File: config.mk
export PLATFORM = sky130hd
export DESIGN_NAME = wb_commit
export DESIGN_NICKNAME = d
export VERILOG_FILES = /design/src/rtl/vp_pkg.sv /design/src/rtl/wb_beat_serializer.sv /design/src/rtl/wb_commit.sv
export SDC_FILE = /design/constraint.sdc
export NUM_CORES = 1
export LEC_CHECK = 0
export CAP_MARGIN = 40
export CORE_AREA = 2 2 270 272
export CTS_BUF_LIST = sky130_fd_sc_hd__clkbuf_8
export DETAILED_ROUTE_END_ITERATION = 16
export DIE_AREA = 0 0 272 274
export DONT_BUFFER_PORTS = 1
export PLACE_DENSITY_LB_ADDON = 0.05
export SYNTH_ARGS = -nofsm -noshare
export SYNTH_HDL_FRONTEND = slang
export SYNTH_SLANG_ARGS = --single-unit
File: constraint.sdc
create_clock -name clk -period 1.5 [get_ports clk]
set_input_delay 0.3 -clock clk [delete_from_list [all_inputs] [get_ports clk]]
set_output_delay 0.3 -clock clk [all_outputs]
set_load 0.01 [all_outputs]
File: src/rtl/vp_pkg.sv
// Shared writeback definitions: write codes, FSM states, default widths and beat-count helpers.
package vp_pkg;

  typedef enum logic [1:0] {
    WB_NONE = 2'b00,
    WB_SCL  = 2'b01,
    WB_VEC  = 2'b10,
    WB_MEM  = 2'b11
  } wb_code_e;

  typedef enum logic {
    ST_IDLE = 1'b0,
    ST_VEC  = 1'b1
  } wb_state_e;

  localparam int VP_VEC_W  = 192;
  localparam int VP_SCL_W  = 21;
  localparam int VP_BEAT_W = 48;
  localparam int VP_REG_AW = 3;
  localparam int VP_NBEATS = VP_VEC_W / VP_BEAT_W;

  // Beat index width; a single-beat vector still carries a 1-bit index.
  function automatic int beat_idx_w(input int nbeats);
    return (nbeats > 1) ? $clog2(nbeats) : 1;
  endfunction

endpackage

File: src/rtl/wb_beat_serializer.sv
// Captures one vector result and emits it as NBEATS ascending write beats.
// With WB_FWD_EN defined the captured value and destination are exposed for forwarding.
module wb_beat_serializer
  import vp_pkg::*;
#(
  parameter int VEC_W  = VP_VEC_W,
  parameter int BEAT_W = VP_BEAT_W,
  parameter int REG_AW = VP_REG_AW,
  localparam int NBEATS = VEC_W / BEAT_W,
  localparam int BCNT_W = beat_idx_w(NBEATS)
) (
  input  logic              clk,
  input  logic              rst,
  input  logic              load_i,
  input  logic [VEC_W-1:0]  data_i,
  input  logic [REG_AW-1:0] dest_i,
  output logic              we_o,
  output logic [REG_AW-1:0] waddr_o,
  output logic [BCNT_W-1:0] beat_o,
  output logic [BEAT_W-1:0] wdata_o,
  output logic              busy_o,
  output logic              last_o
`ifdef WB_FWD_EN
  ,
  output logic [VEC_W-1:0]  cap_o,
  output logic [REG_AW-1:0] dest_o
`endif
);

  localparam logic [BCNT_W-1:0] LAST_BEAT = BCNT_W'(NBEATS - 1);

  wb_state_e          state_q, state_d;
  logic [BCNT_W-1:0]  bcnt_q, bcnt_d;
  logic [VEC_W-1:0]   cap_q, cap_d;
  logic [REG_AW-1:0]  dest_q, dest_d;
  logic [BEAT_W-1:0]  wdata_q, wdata_d;

  always_ff @(posedge clk) begin
    if (rst) begin
      state_q <= ST_IDLE;
      bcnt_q  <= '0;
      cap_q   <= '0;
      dest_q  <= '0;
      wdata_q <= '0;
    end else begin
      state_q <= state_d;
      bcnt_q  <= bcnt_d;
      cap_q   <= cap_d;
      dest_q  <= dest_d;
      wdata_q <= wdata_d;
    end
  end

  // A load on the last beat restarts at beat 0 so back-to-back vectors have no bubble.
  always_comb begin
    state_d = state_q;
    bcnt_d  = bcnt_q;
    cap_d   = cap_q;
    dest_d  = dest_q;
    case (state_q)
      ST_IDLE: begin
        if (load_i) begin
          state_d = ST_VEC;
          bcnt_d  = '0;
          cap_d   = data_i;
          dest_d  = dest_i;
        end
      end
      ST_VEC: begin
        if (bcnt_q == LAST_BEAT) begin
          if (load_i) begin
            bcnt_d = '0;
            cap_d  = data_i;
            dest_d = dest_i;
          end else begin
            state_d = ST_IDLE;
          end
        end else begin
          bcnt_d = bcnt_q + 1'b1;
        end
      end
      default: state_d = ST_IDLE;
    endcase
    wdata_d = (state_d == ST_VEC) ? cap_d[int'(bcnt_d)*BEAT_W +: BEAT_W] : wdata_q;
  end

  assign we_o    = (state_q == ST_VEC);
  assign busy_o  = (state_q == ST_VEC);
  assign last_o  = (state_q == ST_VEC) && (bcnt_q == LAST_BEAT);
  assign waddr_o = dest_q;
  assign beat_o  = bcnt_q;
  assign wdata_o = wdata_q;

`ifdef WB_FWD_EN
  assign cap_o  = cap_q;
  assign dest_o = dest_q;
`endif

endmodule

File: src/rtl/wb_commit.sv
// Writeback commit stage: one-beat scalar writes, multi-beat vector writes with a ready handshake.
// Optional WB_FWD_EN adds the writeback-to-decode forwarding bus.
module wb_commit
  import vp_pkg::*;
#(
  parameter int VEC_W  = VP_VEC_W,
  parameter int SCL_W  = VP_SCL_W,
  parameter int BEAT_W = VP_BEAT_W,
  parameter int REG_AW = VP_REG_AW,
  localparam int NBEATS = VEC_W / BEAT_W,
  localparam int BCNT_W = beat_idx_w(NBEATS)
) (
  input  logic              clk,
  input  logic              rst,
  input  logic              in_valid,
  output logic              in_ready,
  input  logic [1:0]        wb,
  input  logic              add_sel,
  input  logic [VEC_W-1:0]  addervv,
  input  logic [SCL_W-1:0]  resALUe,
  input  logic [VEC_W-1:0]  resALUve,
  input  logic [VEC_W-1:0]  memData,
  input  logic [REG_AW-1:0] dest,
  output logic              srf_we,
  output logic [REG_AW-1:0] srf_waddr,
  output logic [SCL_W-1:0]  srf_wdata,
  output logic              vrf_we,
  output logic [REG_AW-1:0] vrf_waddr,
  output logic [BCNT_W-1:0] vrf_beat,
  output logic [BEAT_W-1:0] vrf_wdata,
  output logic              busy
`ifdef WB_FWD_EN
  ,
  output logic              fwd_valid,
  output logic              fwd_vec,
  output logic [REG_AW-1:0] fwd_dest,
  output logic [VEC_W-1:0]  fwd_data
`endif
);

  wb_code_e          wb_code;
  logic              accept;
  logic              vec_load;
  logic              ser_busy, ser_last;
  logic [VEC_W-1:0]  vec_src;
  logic              srf_we_q, srf_we_d;
  logic [REG_AW-1:0] srf_waddr_q, srf_waddr_d;
  logic [SCL_W-1:0]  srf_wdata_q, srf_wdata_d;
`ifdef WB_FWD_EN
  logic [VEC_W-1:0]  ser_cap;
  logic [REG_AW-1:0] ser_dest;
`endif

  assign wb_code  = wb_code_e'(wb);
  assign in_ready = !ser_busy || ser_last;
  assign accept   = in_valid && in_ready;
  assign vec_load = accept && ((wb_code == WB_VEC) || (wb_code == WB_MEM));

  always_comb begin
    vec_src = memData;
    if (wb_code == WB_VEC) vec_src = add_sel ? addervv : resALUve;
  end

  always_comb begin
    srf_we_d    = accept && (wb_code == WB_SCL);
    srf_waddr_d = srf_we_d ? dest : srf_waddr_q;
    srf_wdata_d = srf_we_d ? resALUe : srf_wdata_q;
  end

  always_ff @(posedge clk) begin
    if (rst) begin
      srf_we_q    <= 1'b0;
      srf_waddr_q <= '0;
      srf_wdata_q <= '0;
    end else begin
      srf_we_q    <= srf_we_d;
      srf_waddr_q <= srf_waddr_d;
      srf_wdata_q <= srf_wdata_d;
    end
  end

  assign srf_we    = srf_we_q;
  assign srf_waddr = srf_waddr_q;
  assign srf_wdata = srf_wdata_q;
  assign busy      = ser_busy;

  wb_beat_serializer #(
    .VEC_W  (VEC_W),
    .BEAT_W (BEAT_W),
    .REG_AW (REG_AW)
  ) u_ser (
    .clk     (clk),
    .rst     (rst),
    .load_i  (vec_load),
    .data_i  (vec_src),
    .dest_i  (dest),
    .we_o    (vrf_we),
    .waddr_o (vrf_waddr),
    .beat_o  (vrf_beat),
    .wdata_o (vrf_wdata),
    .busy_o  (ser_busy),
    .last_o  (ser_last)
`ifdef WB_FWD_EN
    ,
    .cap_o   (ser_cap),
    .dest_o  (ser_dest)
`endif
  );

`ifdef WB_FWD_EN
  // Scalar and vector writes never overlap, so busy alone selects the forwarding source.
  assign fwd_valid = srf_we_q || ser_busy;
  assign fwd_vec   = ser_busy;
  assign fwd_dest  = ser_busy ? ser_dest : srf_waddr_q;
  assign fwd_data  = ser_busy ? ser_cap : VEC_W'(srf_wdata_q);
`endif

endmodule

* Yosys cells after proc, flatten, opt, wreduce, memory -nomap -nowiden
Cells that the tools add are included.
Operators by class: equality and inequality tests 5, add/sub/neg operators 1, bitwise logic cells 1, shift-type cells 1, $mul 1, reductions and logical operators 7, muxes and demuxes 14
Operator list (number):
- 192-bit two-way mux | 4
- 192-bit one-hot mux with 2 select lines | 1
- 192-bit by 32-bit variable part select with 48-bit output | 1
- 2-bit == test (second input constant) | 3
- 3-bit two-way mux | 2
- 3-bit one-hot mux with 2 select lines | 1
- 1-bit logical AND | 4
- 2-bit by 2-bit multiplier with 4-bit output (second input constant) | 1
- 2-bit two-way mux | 2
- 2-bit one-hot mux with 2 select lines | 1
- 2-bit by 1-bit adder with 2-bit output (second input constant) | 1
- 2-bit by 1-bit == test with 1-bit output (second input constant) | 1
- 1-bit logical OR | 2
- 1-bit two-way mux | 2
- 2-bit inequality test (second input constant) | 1
- 1-bit one-hot mux with 2 select lines | 1
- 1-bit zero test | 1
- 1-bit inverter | 1
Word-level totals: word-level logic and storage cells 38, register bits 271, output and inout bits 81

* Logic depth before layout (Yosys ltp)
Gate-level depths: netlist of the first run.
depth after elaboration 10, gate-level depth with buffers 9

* Modules after synthesis
A second synthesis of the first run with hierarchy kept.
Second synthesis, totals: cell total of the unflattened synthesis 2031, area total of the unflattened synthesis 15778.9 um^2
By module, submodules not included:
- wb_beat_serializer | area an instance 10540.1 um^2, seq. area each 4924.7 um^2, cells an instance 1281, times used 1
- wb_commit | area an instance 5238.8 um^2, seq. area each 500.5 um^2, cells an instance 750, times used 1

* Least setup slack after synthesis of the first run
Ideal clock, no wire load.
kind reg-to-reg, from reg u_ser.bcnt_q[0] (netlist: u_ser.beat_o[0]), to reg u_ser.wdata_q[3] (netlist: u_ser.wdata_o[3]), arrival time 1.590 ns, cell stages (with the launch flop) 9, required time 1.397 ns, clock period less this slack 1.694 ns, setup slack -0.194 ns, cell sequence dfxtp_1 > ha_1 > nor2b_4 > inv_2 > xnor2_1 > buf_2 > o21ai_0 > a21oi_1 > a2111oi_2
Between the ends: cells in the longest elaborated chain, start to end 10, elaborated cells between the ends (all ways) 17
Ends and longest elaborated chain:
- start: declaration | RTL line wb_beat_serializer.sv:33 | logic [BCNT_W-1:0] bcnt_q, bcnt_d;
- start signal: assignment | RTL line wb_beat_serializer.sv:47 | bcnt_q <= bcnt_d;
- 2-bit == test * | RTL line wb_beat_serializer.sv:89 | assign last_o = (state_q == ST_VEC) && (bcnt_q == LAST_BEAT);
- 1-bit logical AND * | RTL line wb_beat_serializer.sv:89
- 1-bit logical OR * | RTL line wb_commit.sv:55 | assign in_ready = !ser_busy || ser_last;
- net in_ready | RTL line wb_commit.sv:16 | output logic in_ready,
- 1-bit logical AND * | RTL line wb_commit.sv:56 | assign accept = in_valid && in_ready;
- 1-bit logical AND * | RTL line wb_commit.sv:57 | assign vec_load = accept && ((wb_code == WB_VEC) || (wb_code == WB_MEM));
- 2-bit two-way mux | RTL line wb_beat_serializer.sv:62, wb_beat_serializer.sv:71
- 2-bit two-way mux | RTL line wb_beat_serializer.sv:70 | if (bcnt_q == LAST_BEAT) begin
- 2-bit one-hot mux with 2 select lines | RTL line wb_beat_serializer.sv:60 | case (state_q)
- 2-bit by 2-bit multiplier with 4-bit output | RTL line wb_beat_serializer.sv:84 | wdata_d = (state_d == ST_VEC) ? cap_d[int'(bcnt_d)*BEAT_W +: BEAT_W] : wdata_q;
- 192-bit by 32-bit variable part select with 48-bit output | RTL line wb_beat_serializer.sv:84
- end signal: assignment | RTL line wb_beat_serializer.sv:50 | wdata_q <= wdata_d;
- end: declaration | RTL line wb_beat_serializer.sv:36 | logic [BEAT_W-1:0] wdata_q, wdata_d;
The timed path passes the listed nets; every way through them passes the cells marked *. A chain may end at the register's enable or synchronous reset.

* Worst setup path in the final report of the first run
from reg u_ser.bcnt_q[1] (netlist: u_ser.beat_o[1]), to reg srf_wdata_q[9] (netlist: srf_wdata[9])
Between the ends: cells in the longest elaborated chain, start to end 5
Ends and longest elaborated chain:
- 2-bit == test | RTL line wb_beat_serializer.sv:89
- 1-bit logical AND | RTL line wb_beat_serializer.sv:89
- 1-bit logical OR | RTL line wb_commit.sv:55
- 1-bit logical AND | RTL line wb_commit.sv:56
- 1-bit logical AND | RTL line wb_commit.sv:65 | srf_we_d = accept && (wb_code == WB_SCL);
- end signal: assignment | RTL line wb_commit.sv:78 | srf_wdata_q <= srf_wdata_d;
- end: declaration | RTL line wb_commit.sv:48 | logic [SCL_W-1:0] srf_wdata_q, srf_wdata_d;
No other way between the ends.

==> results.toml, run 1 <==
[timing]
drv_slew = 0
setup-violations-final = 273
worstMarginPinSlew_ns = 1.20
finalWorstSetupSlack_ns = -0.438
clock_skew_ns = 0.0267
finalHoldViolCount = 145
fin_hold_ws_ns = -0.167
rsz0062_at_grt = "yes"
max_slew_margin_pct = 19.7
period_needed_ns = 1.94
finalCritPeriodShare_pct = 129
fmax_mhz = 516

[floorplan]
core_sq_um = 72000
num_rows = 99
die_area_sq_um = 74500
dieHeight_microns = 274
start_util_pct = 20.4
pin_count = 687
die_w_microns = 272

[drt]
drt_iter0_drc = 601
routed_wl_microns = 72000
wl_per_cell_microns = 24.8
route.vias.total = 14200
drc = 0
first_pass_iters = 5
via_per_inst = 4.90
antenna_left = 0

[power]
cellPowerDensity_nw_per_um2 = 930
leakage_nw = 7.89
ir_worst_vdd_mv = 0.515

[cells_and_area]
drive_gt1_share_pct = 49.4
multi_input_area_sq_um = 10700
final-seq-area_sq_um = 5430
finalInstanceArea_sq_um = 22400
fin_nets = 2505
area_growth_pct = 52.9
n_fill_cell = 7520

[placement]
dpl.hpwl_microns = 45300
dpl_cell_area_sq_um = 16800
portBuffers = 0
gp_congestion = 0.754
dp_slack_ns = -0.430

[global_route]
grt_pass1_vias = 14200
overflow = 0
antenna_found_initial = 6
grt_pass1_wl_microns = 96200
grt_max_degree = 271
grt.total_usage_pct = 17.4

[synth]
synth_top_area_cell = "dfxtp_1"
syn_avg_cell_area_sq_um = 8.60
ys_seq_area_share_pct = 37.0
postSynthCellCount = 1705
ys_warn_count = 0
synth-main-ff-cell = "dfxtp_1"
synth_compound_area_share_pct = 19.9
syn-num-nets = 2312
syn-cell-area_sq_um = 14700
yosys-top-cells-area = "dfxtp_1 37%, mux2_2 13%, a221oi_1 9.9%"
synthAdderAreaFrac_pct = 0.0854
synth_top_area_share_pct = 37.0
yosys.area_share.simple_pct = 17.1
ys_ff_latch = 271
synth_top_family_by_area = "compound AO/OA/AOI/OAI gates"
synthMuxAreaShare_pct = 19.3
yosysUniqueCellTypes = 39
synth_xor_area_share_pct = 0.0597
synthArstFlopShare_pct = 0
synth_edf_count = 0

[clock_network]
insertion_delay_ns = 0.64
tritoncts = "done"
cts_sinks = 271
clkTransAtPathRegs_ns = 0.06
clockBufferDepth = 3
clock-root-buffer = "clkbuf_8"
cts-htree-levels = 2
numCtsBuffers = 55

[setup_path]
crit_start = "u_ser.beat_o[1]"
critPathTopFamily = "buffers and inverters"
worst-path-max-fanout = 6
cpMostUsedCell = "buf_6"
cp.depth = 10
ff2ff_path_depth = 10
r2r_start = "u_ser.beat_o[1]"
worst-path-buf-inv = 5
worstSetupEndpointType = "register"
crit_chain = "ha_4 -> nor2b_4 -> buf_6 -> buf_12 -> buf_6 -> buf_6 -> or3_4 -> clkbuf_16 -> nand2_4 -> a21oi_2"
cp_slowest_cell = "or3_4"
r2r_slack_ns = -0.44
critPathCapture = "srf_wdata[9]"
path_class = "register to register"
cp_slowest_stage_delay_ns = 0.45
regToRegEndpoint = "srf_wdata[9]"
required_ns = 1.98
critPathLaunchType = "register"
cp.arrival_ns = 2.42

[hold_path]
hp-class = "input pin to register"

[run_status]
status = "finished with violations"
violations = "negative hold slack, negative setup slack"

[flow_run]
maxCapViolations = 0
Yosys cell counts, types with 19 or more instances:
| library cell | count |
|---|---|
| dfxtp_1 | 271 |
| buf_4 | 20 |
| nand2b_1 | 19 |
| a221oi_1 | 165 |
| mux2i_1 | 96 |
| buf_2 | 79 |
| a21oi_1 | 88 |
| nor2_1 | 190 |
| mux2_2 | 166 |
| nand2_1 | 143 |
| clkbuf_1 | 73 |
| o21ai_0 | 80 |
| nor3_1 | 187 |
| o21ai_1 | 19 |
| a22oi_1 | 34 |
how the worst min path moves through the flow:
stage,start,endpoint,slack (ns),depth (start not counted)
after floorplan,dest[0],srf_waddr[0],0.44,2
after global placement,rst,u_ser.wdata_o[10],0.43,1
after detailed placement,rst,u_ser.wdata_o[17],0.43,1
after CTS,rst,u_ser.cap_q[14],-0.30,1
after global routing,rst,u_ser.cap_q[17],-0.27,1
final,rst,u_ser.wdata_o[17],-0.17,1
stage by stage:
| step | utilization, % | total power, mW | cells | hold WS (ns) | setup TNS, ns |
|---|---|---|---|---|---|
| floorplan | - | 10.4 | 1705 | 0.436 | -6.76 |
| global placement | 23.4 | 11.5 | 2676 | 0.430 | -46.33 |
| detailed placement | 23.4 | 11.5 | 2676 | 0.426 | -51.57 |
| CTS | 27.2 | 20.3 | 2853 | -0.300 | -86.26 |
| global route | 31.1 | 22.0 | 2905 | -0.272 | -98.18 |
| finish | 31.1 | 20.8 | 2906 | -0.167 | -76.33 |
cells by family (layout without fill, tap and decap cells):
group | after synthesis | after routing
simple gates | 566 | 566
flops | 271 | 271
other cells | 0 | 6
compound gates | 410 | 410
xor+xnor | 1 | 1
mux | 262 | 262
buf+inv | 194 | 430
fa+ha+maj | 1 | 1
cells in the final DEF, fill, tap and decap left out, types with 48 or more instances in the layout:
cell type  instances
dfxtp_1          269
buf_4            176
mux2_2           166
nand2_1          118
a221oi_1          97
mux2i_1           95
nor3_1            95
nor3_2            93
nor2_4            81
nor2_1            76
clkbuf_8          74
a221oi_2          54
o21ai_1           48
power by group:
group	internal (mW)	switching (mW)	total, mW
clock network	4.36	3.57	7.93
registers	7.71	0.530	8.24
logic	2.44	2.23	4.67
repair_timing:
action	CTS	global route
endpoints found under the hold margin	271	271
buffers inserted	32	49
resized for setup	88	578
gates cloned	23	18
hold buffers	24	3
setup endpoints to repair	273	282
pin swaps	47	176
layer usage:
| layer | wire [microns] | track usage [%] | vias to the layer above |
|---|---|---|---|
| li1 | - | - | 6723 |
| met1 | 31200 | 22.2 | 6991 |
| met2 | 35800 | 29.7 | 437 |
| met3 | 3770 | 3.73 | 79 |
| met4 | 1320 | 4.41 | 2 |
| met5 | 13 | 0 | - |
final cells by class:
type	instances	share of cell area [%]
clock inverter	26	0.497
timing repair buffer	316	17.1
multi-input combinational	1240	47.9
sequential	271	24.2
antenna	6	0.0670
inverter	14	0.246
tap	959	5.35
clock buffer	74	4.55
registers in the layout (all words and copies together) (netlist names):
| signal | flops |
|---|---|
| srf_waddr | 3 |
| srf_wdata | 21 |
| srf_we | 1 |
| u_ser.beat_o | 2 |
| u_ser.busy_o | 1 |
| u_ser.cap_q | 192 |
| u_ser.waddr_o | 3 |
| u_ser.wdata_o | 48 |
Note: power is estimated with default switching activity, not from simulation.
==> run 2, diff against run 1 <==
Settings changed: REMOVE_ABC_BUFFERS set to 1.
==> run 2 against run 1 <==
Against the previous run:
- the run still ends with negative hold slack, negative setup slack left
- largest power group unchanged
- non-clock buffer count grew 34
- worst hold slack worse by 0.12 ns
- final area is 5.0% higher
- final cell count grew 1.2%
- global-route usage is 0.61 points lower
- critical path type unchanged
- core utilization up 1.5 points
- flip-flop and latch count stayed put
- total power rose by 0.45%
==> results.toml, run 2 (same netlist as run 1, synthesis figures left out) <==
[global_route]
grt.total_usage_pct = 16.8
antenna_found_initial = 7
grt_max_degree = 271
grt_pass1_wl_microns = 93500
grt_pass1_vias = 14400
overflow = 0

[clock_network]
insertion_delay_ns = 0.66
cts-htree-levels = 2
tritoncts = "done"
cts_sinks = 271
numCtsBuffers = 54
clock-root-buffer = "clkbuf_8"
clockBufferDepth = 3
clkTransAtPathRegs_ns = 0.06

[timing]
max_slew_margin_pct = 47.0
clock_skew_ns = 0.0323
worstMarginPinSlew_ns = 0.794
drv_slew = 0
rsz0062_at_grt = "yes"
finalCritPeriodShare_pct = 129
fin_hold_ws_ns = -0.285
setup-violations-final = 272
finalWorstSetupSlack_ns = -0.434
period_needed_ns = 1.93
fmax_mhz = 517
finalHoldViolCount = 119

[drt]
routed_wl_microns = 69600
via_per_inst = 4.84
drc = 0
drt_iter0_drc = 468
wl_per_cell_microns = 23.7
first_pass_iters = 4
antenna_left = 0
route.vias.total = 14200

[floorplan]
num_rows = 99
dieHeight_microns = 274
die_area_sq_um = 74500
pin_count = 687
core_sq_um = 72000
die_w_microns = 272
start_util_pct = 20.4

[cells_and_area]
area_growth_pct = 60.5
top_register = "u_ser.cap_q"
largest_register_ffs = 192
layout_commonest_cell = "dfxtp_1"
drive_gt1_share_pct = 47.2
finalInstanceArea_sq_um = 23500
fin_nets = 2538
post-route-util_pct = 32.7
final_cell_mix = "269 x dfxtp_1, 166 x mux2_2, 140 x buf_4"
n_fill_cell = 7432

[setup_path]
regToRegEndpoint = "u_ser.wdata_o[0]"
path_class = "register to register"
worstSetupEndpointType = "register"
critPathLaunchType = "register"
ff2ff_path_depth = 9
cp.arrival_ns = 2.45
r2r_slack_ns = -0.43
r2r_start = "u_ser.beat_o[1]"
worst-path-max-fanout = 8
required_ns = 2.02

[power]
leakage_nw = 8.22
ir_worst_vdd_mv = 0.555
cellPowerDensity_nw_per_um2 = 890

[hold_path]
hold_depth = 1
holdCritStartpoint = "rst"
hp-class = "input pin to register"
hold_end = "u_ser.cap_q[188]"

[placement]
dpl_cell_area_sq_um = 16900
dpl.hpwl_microns = 42600
portBuffers = 0
gp_congestion = 0.758

[run_status]
status = "finished with violations"
violations = "negative hold slack, negative setup slack"

[flow_run]
maxCapViolations = 0
run 2: changes by cell type in the layout (fill, tap and decap cells not counted), moves of 6 or more:
| cell | before | now |
|---|---|---|
| buf_12 | 46 | 53 |
| dlygate4sd3_1 | 27 | 80 |
| nor2_2 | 34 | 10 |
| a221oi_4 | 14 | 53 |
| nand2_1 | 118 | 131 |
| o21ai_1 | 48 | 56 |
| nand2_4 | 19 | 6 |
| clkbuf_8 | 74 | 67 |
| a221oi_1 | 97 | 53 |
| buf_4 | 176 | 140 |
| nor2_1 | 76 | 105 |
| nand3_1 | 6 | 0 |
run 2: worst max path at each step:
stage / startpoint / to / slack [ns] / cells past startpoint
after floorplan: u_ser.beat_o[0] / u_ser.wdata_o[42] / -7.52 / 6
after global placement: u_ser.beat_o[0] / u_ser.cap_q[157] / -0.56 / 9
after detailed placement: u_ser.beat_o[0] / u_ser.cap_q[157] / -0.56 / 9
after CTS: u_ser.beat_o[0] / in_ready / -0.46 / 5
after global routing: u_ser.beat_o[0] / in_ready / -0.50 / 5
final: u_ser.beat_o[1] / u_ser.wdata_o[0] / -0.43 / 9
run 2: worst max-delay path: stages, from the launching register on:
cell       delay, ns
dfxtp_2         0.35
ha_4            0.14
nor2b_4         0.05
buf_6           0.12
buf_8           0.13
buf_6           0.10
and2_4          0.23
buf_4           0.17
buf_12          0.15
a2111oi_2       0.37
run 2: area by class of cell:
type                            count  area (sq um)  area share [%]
Inverter                           14          55.1           0.234
Sequential cell                   271          5430            23.1
Tap cell                          959          1200            5.10
Timing Repair Buffer              350          4460            19.0
Clock inverter                     34           174           0.739
Antenna cell                        5          12.5          0.0532
Clock buffer                       67           922            3.92
Multi-Input combinational cell   1240         11300            47.9
run 2: repair_timing:
action | CTS | global route
endpoints found under the setup margin | 277 | 279
cloned | 23 | 17
pin swaps | 53 | 117
resized for setup | 230 | 491
hold buffers | 24 | 56
setup buffers | 34 | 37
endpoints found under the hold margin | 271 | 270
run 2: metal layers:
layer	up-vias	track usage (%)	wire length (microns)
li1	6789	-	-
met2	431	29.6	35000
met1	6907	20.1	28900
met4	8	4.87	1520
met5	-	0	56
met3	93	4.16	4070
run 2: metrics by stage:
| step | TNS (ns) | power (mW) | hold slack, ns | setup slack, ns | std cells |
|---|---|---|---|---|---|
| 6_report | -78.80 | 20.9 | -0.285 | -0.434 | 2940 |
| 5_1_grt | -95.64 | 22.1 | -0.334 | -0.499 | 2938 |
| 4_1_cts | -68.29 | 20.4 | -0.337 | -0.464 | 2863 |
| 3_5_place_dp | -67.80 | 11.4 | 0.410 | -0.556 | 2684 |
| 3_3_place_gp | -64.35 | 11.4 | 0.405 | -0.559 | 2684 |
| 2_1_floorplan | -1824.16 | 10.2 | 0.369 | -7.52 | 1525 |
run 2: power breakdown:
group / switching (mW) / leakage (nW) / internal, mW
clock network: 3.57 / 0.652 / 4.19
logic: 2.34 / 5.34 / 2.62
registers: 0.503 / 2.23 / 7.71
==> run 3, diff against run 2 <==
Clock period 1.5 ns to 1.8 ns, I/O delays scaled along.
==> run 3 against run 2 <==
Against the previous run:
- first-iteration DRC count increased by 17%
- the run still ends with negative hold slack, negative setup slack left
- sequential share of layout area increased by 5.2 points
- worst hold slack improved by 0.10 ns
- register-to-register slack improved by 0.38 ns
- final cell count decreased by 4.6%
- clock skew decreased by 0.015 ns
- combinational power decreased by 40%
- total power decreased by 23%
- sequential power decreased by 17%
- critical path type unchanged
- fmax increased by 4.6%
==> results.toml, run 3 (same netlist as run 1, synthesis figures left out) <==
[placement]
gp_congestion = 0.749
dpl.hpwl_microns = 41700
post-place-cells = 2652
portBuffers = 0

[run_status]
status = "finished with violations"
violations = "negative hold slack, negative setup slack"

[floorplan]
core_sq_um = 72000
die_area_sq_um = 74500
start_util_pct = 20.4
num_rows = 99
dieHeight_microns = 274
pin_count = 687
die_w_microns = 272

[drt]
wl_per_cell_microns = 22.8
wl_met1_microns = 27500
antenna_left = 0
route.vias.total = 13400
route.met3.wl_microns = 3920
via_per_inst = 4.79
first_pass_iters = 5
drc = 0
dr_wl_met2_microns = 31300
top_layer_used = "met5"
drt_iter0_drc = 547
routed_wl_microns = 63900

[hold_path]
hp-class = "input pin to register"

[power]
power_frac_clock_pct = 39.5
p_seq_share_pct = 42.1
net-switching-power_mw = 4.72
cellPowerDensity_nw_per_um2 = 836
leakage_nw = 6.75
intPower_mw = 11.4
ir_worst_vdd_mv = 0.419
pwr-share-comb_pct = 18.4
switching_share_pct = 29.4

[global_route]
grt_pass1_vias = 13700
grt_pass1_wl_microns = 88000
grt.total_usage_pct = 15.6
grt_max_degree = 271
overflow = 0
antenna_found_initial = 5

[timing]
setup-violations-final = 14
clock_skew_ns = 0.0177
rsz0062_at_grt = "yes"
worstMarginPinSlew_ns = 0.686
period_needed_ns = 1.85
fin_hold_ws_ns = -0.181
finalHoldViolCount = 88
finalCritPeriodShare_pct = 103
fmax_mhz = 541
max_slew_margin_pct = 54.3
drv_slew = 0
finalWorstSetupSlack_ns = -0.0497

[cells_and_area]
top_register = "u_ser.cap_q"
final_cell_mix = "269 x dfxtp_1, 184 x nor2_1, 182 x nor3_1"
fin_cells = 2804
drive_gt1_share_pct = 30.5
fin_nets = 2412
post-route-util_pct = 26.7
largest_register_ffs = 192
area_growth_pct = 31.1
layout_commonest_cell = "dfxtp_1"

[flow_run]
maxCapViolations = 0

[setup_path]
worstSetupEndpointType = "register"
crit_chain = "ha_4 -> nor2b_4 -> buf_6 -> buf_12 -> nor2_4 -> bufbuf_16 -> a21oi_1 -> a21oi_1 -> a2111oi_2"
required_ns = 2.33
worst-path-buf-inv = 3
path_class = "register to register"
cp_slowest_cell = "dfxtp_4"
critPathTopFamily = "buffers and inverters"
worst-path-max-fanout = 13
cp.arrival_ns = 2.38
cp_slowest_stage_delay_ns = 0.36
critPathLaunchType = "register"
cpMostUsedCell = "a21oi_1"

[clock_network]
tritoncts = "done"
cts-htree-levels = 2
clkTransAtPathRegs_ns = 0.06
numCtsBuffers = 54
clockBufferDepth = 3
insertion_delay_ns = 0.64
cts_sinks = 271
clock-root-buffer = "clkbuf_8"
## run 3: changes by cell type in the layout (fill, tap and decap cells not counted), moves of 23 or more
cell           before  now
a21oi_1            45   75
a221oi_2           59   36
nor2_4             76    2
a221oi_4           53    0
nor2_1            105  184
nor3_2             88    6
buf_12             53   29
a21oi_2            37   12
a221oi_1           53  129
dlygate4sd3_1      80   27
nor3_1            100  182
## run 3: metrics by stage
| step | setup WS [ns] | setup TNS [ns] | power [mW] | instance area (sq um) |
|---|---|---|---|---|
| 3_5_place_dp | -0.243 | -7.65 | 9.46 | 16600 |
| 3_3_place_gp | -0.247 | -7.28 | 9.45 | 16600 |
| 4_1_cts | -0.102 | -0.712 | 16.2 | 18300 |
| 5_1_grt | -0.125 | -3.90 | 17.1 | 19200 |
| 2_1_floorplan | -7.22 | -1742.38 | 8.48 | 13800 |
| 6_report | -0.0497 | -0.261 | 16.1 | 19200 |
## run 3: path summary, 6_finish.rpt
| kind | start | endpoint | depth (start not counted) | slack (ns) |
|---|---|---|---|---|
| worst max-delay path | u_ser.beat_o[0] | u_ser.wdata_o[7] | 9 | -0.05 |
| worst min-delay path | rst | u_ser.cap_q[188] | 1 | -0.18 |
| worst min register to register | u_ser.cap_q[142] | u_ser.cap_q[142] | 2 | 0.46 |
| worst max register to register | u_ser.beat_o[0] | u_ser.wdata_o[7] | 9 | -0.05 |
## run 3: power by group through the flow
| stage | Clock [mW] | Combinational (mW) | Sequential, mW |
|---|---|---|---|
| final | 6.34 | 2.96 | 6.78 |
| after global routing | 6.96 | 3.26 | 6.83 |
| after CTS | 6.70 | 2.74 | 6.78 |
| after detailed placement | 0 | 2.55 | 6.91 |
| after global placement | 0 | 2.54 | 6.91 |
| after floorplan | 0 | 1.66 | 6.82 |
## run 3: per-layer routing
layer | vias to the layer above | global-route usage (%)
met1 | 6419 | 19.2
met3 | 79 | 4.04
met4 | 2 | 4.27
met5 | - | 0
met2 | 428 | 26.9
li1 | 6514 | -
## run 3: what timing repair did
item                                    CTS  global route
endpoints found under the setup margin   93           162
pin swaps                                 9            35
endpoints found under the hold margin   270           269
gates resized for setup                  49           138
buffers inserted                          4             7
hold buffers                             24             3
gates cloned                              6            13
## run 3: area by class of cell
class / count / area [sq um]
sequential: 271 / 5430
clock buffer: 66 / 908
timing repair buffer: 224 / 2590
inverter: 14 / 55.1
multi-input combinational: 1240 / 8880
antenna: 2 / 5.00
tap: 959 / 1200
clock inverter: 28 / 148
fill: 7729 / 52700
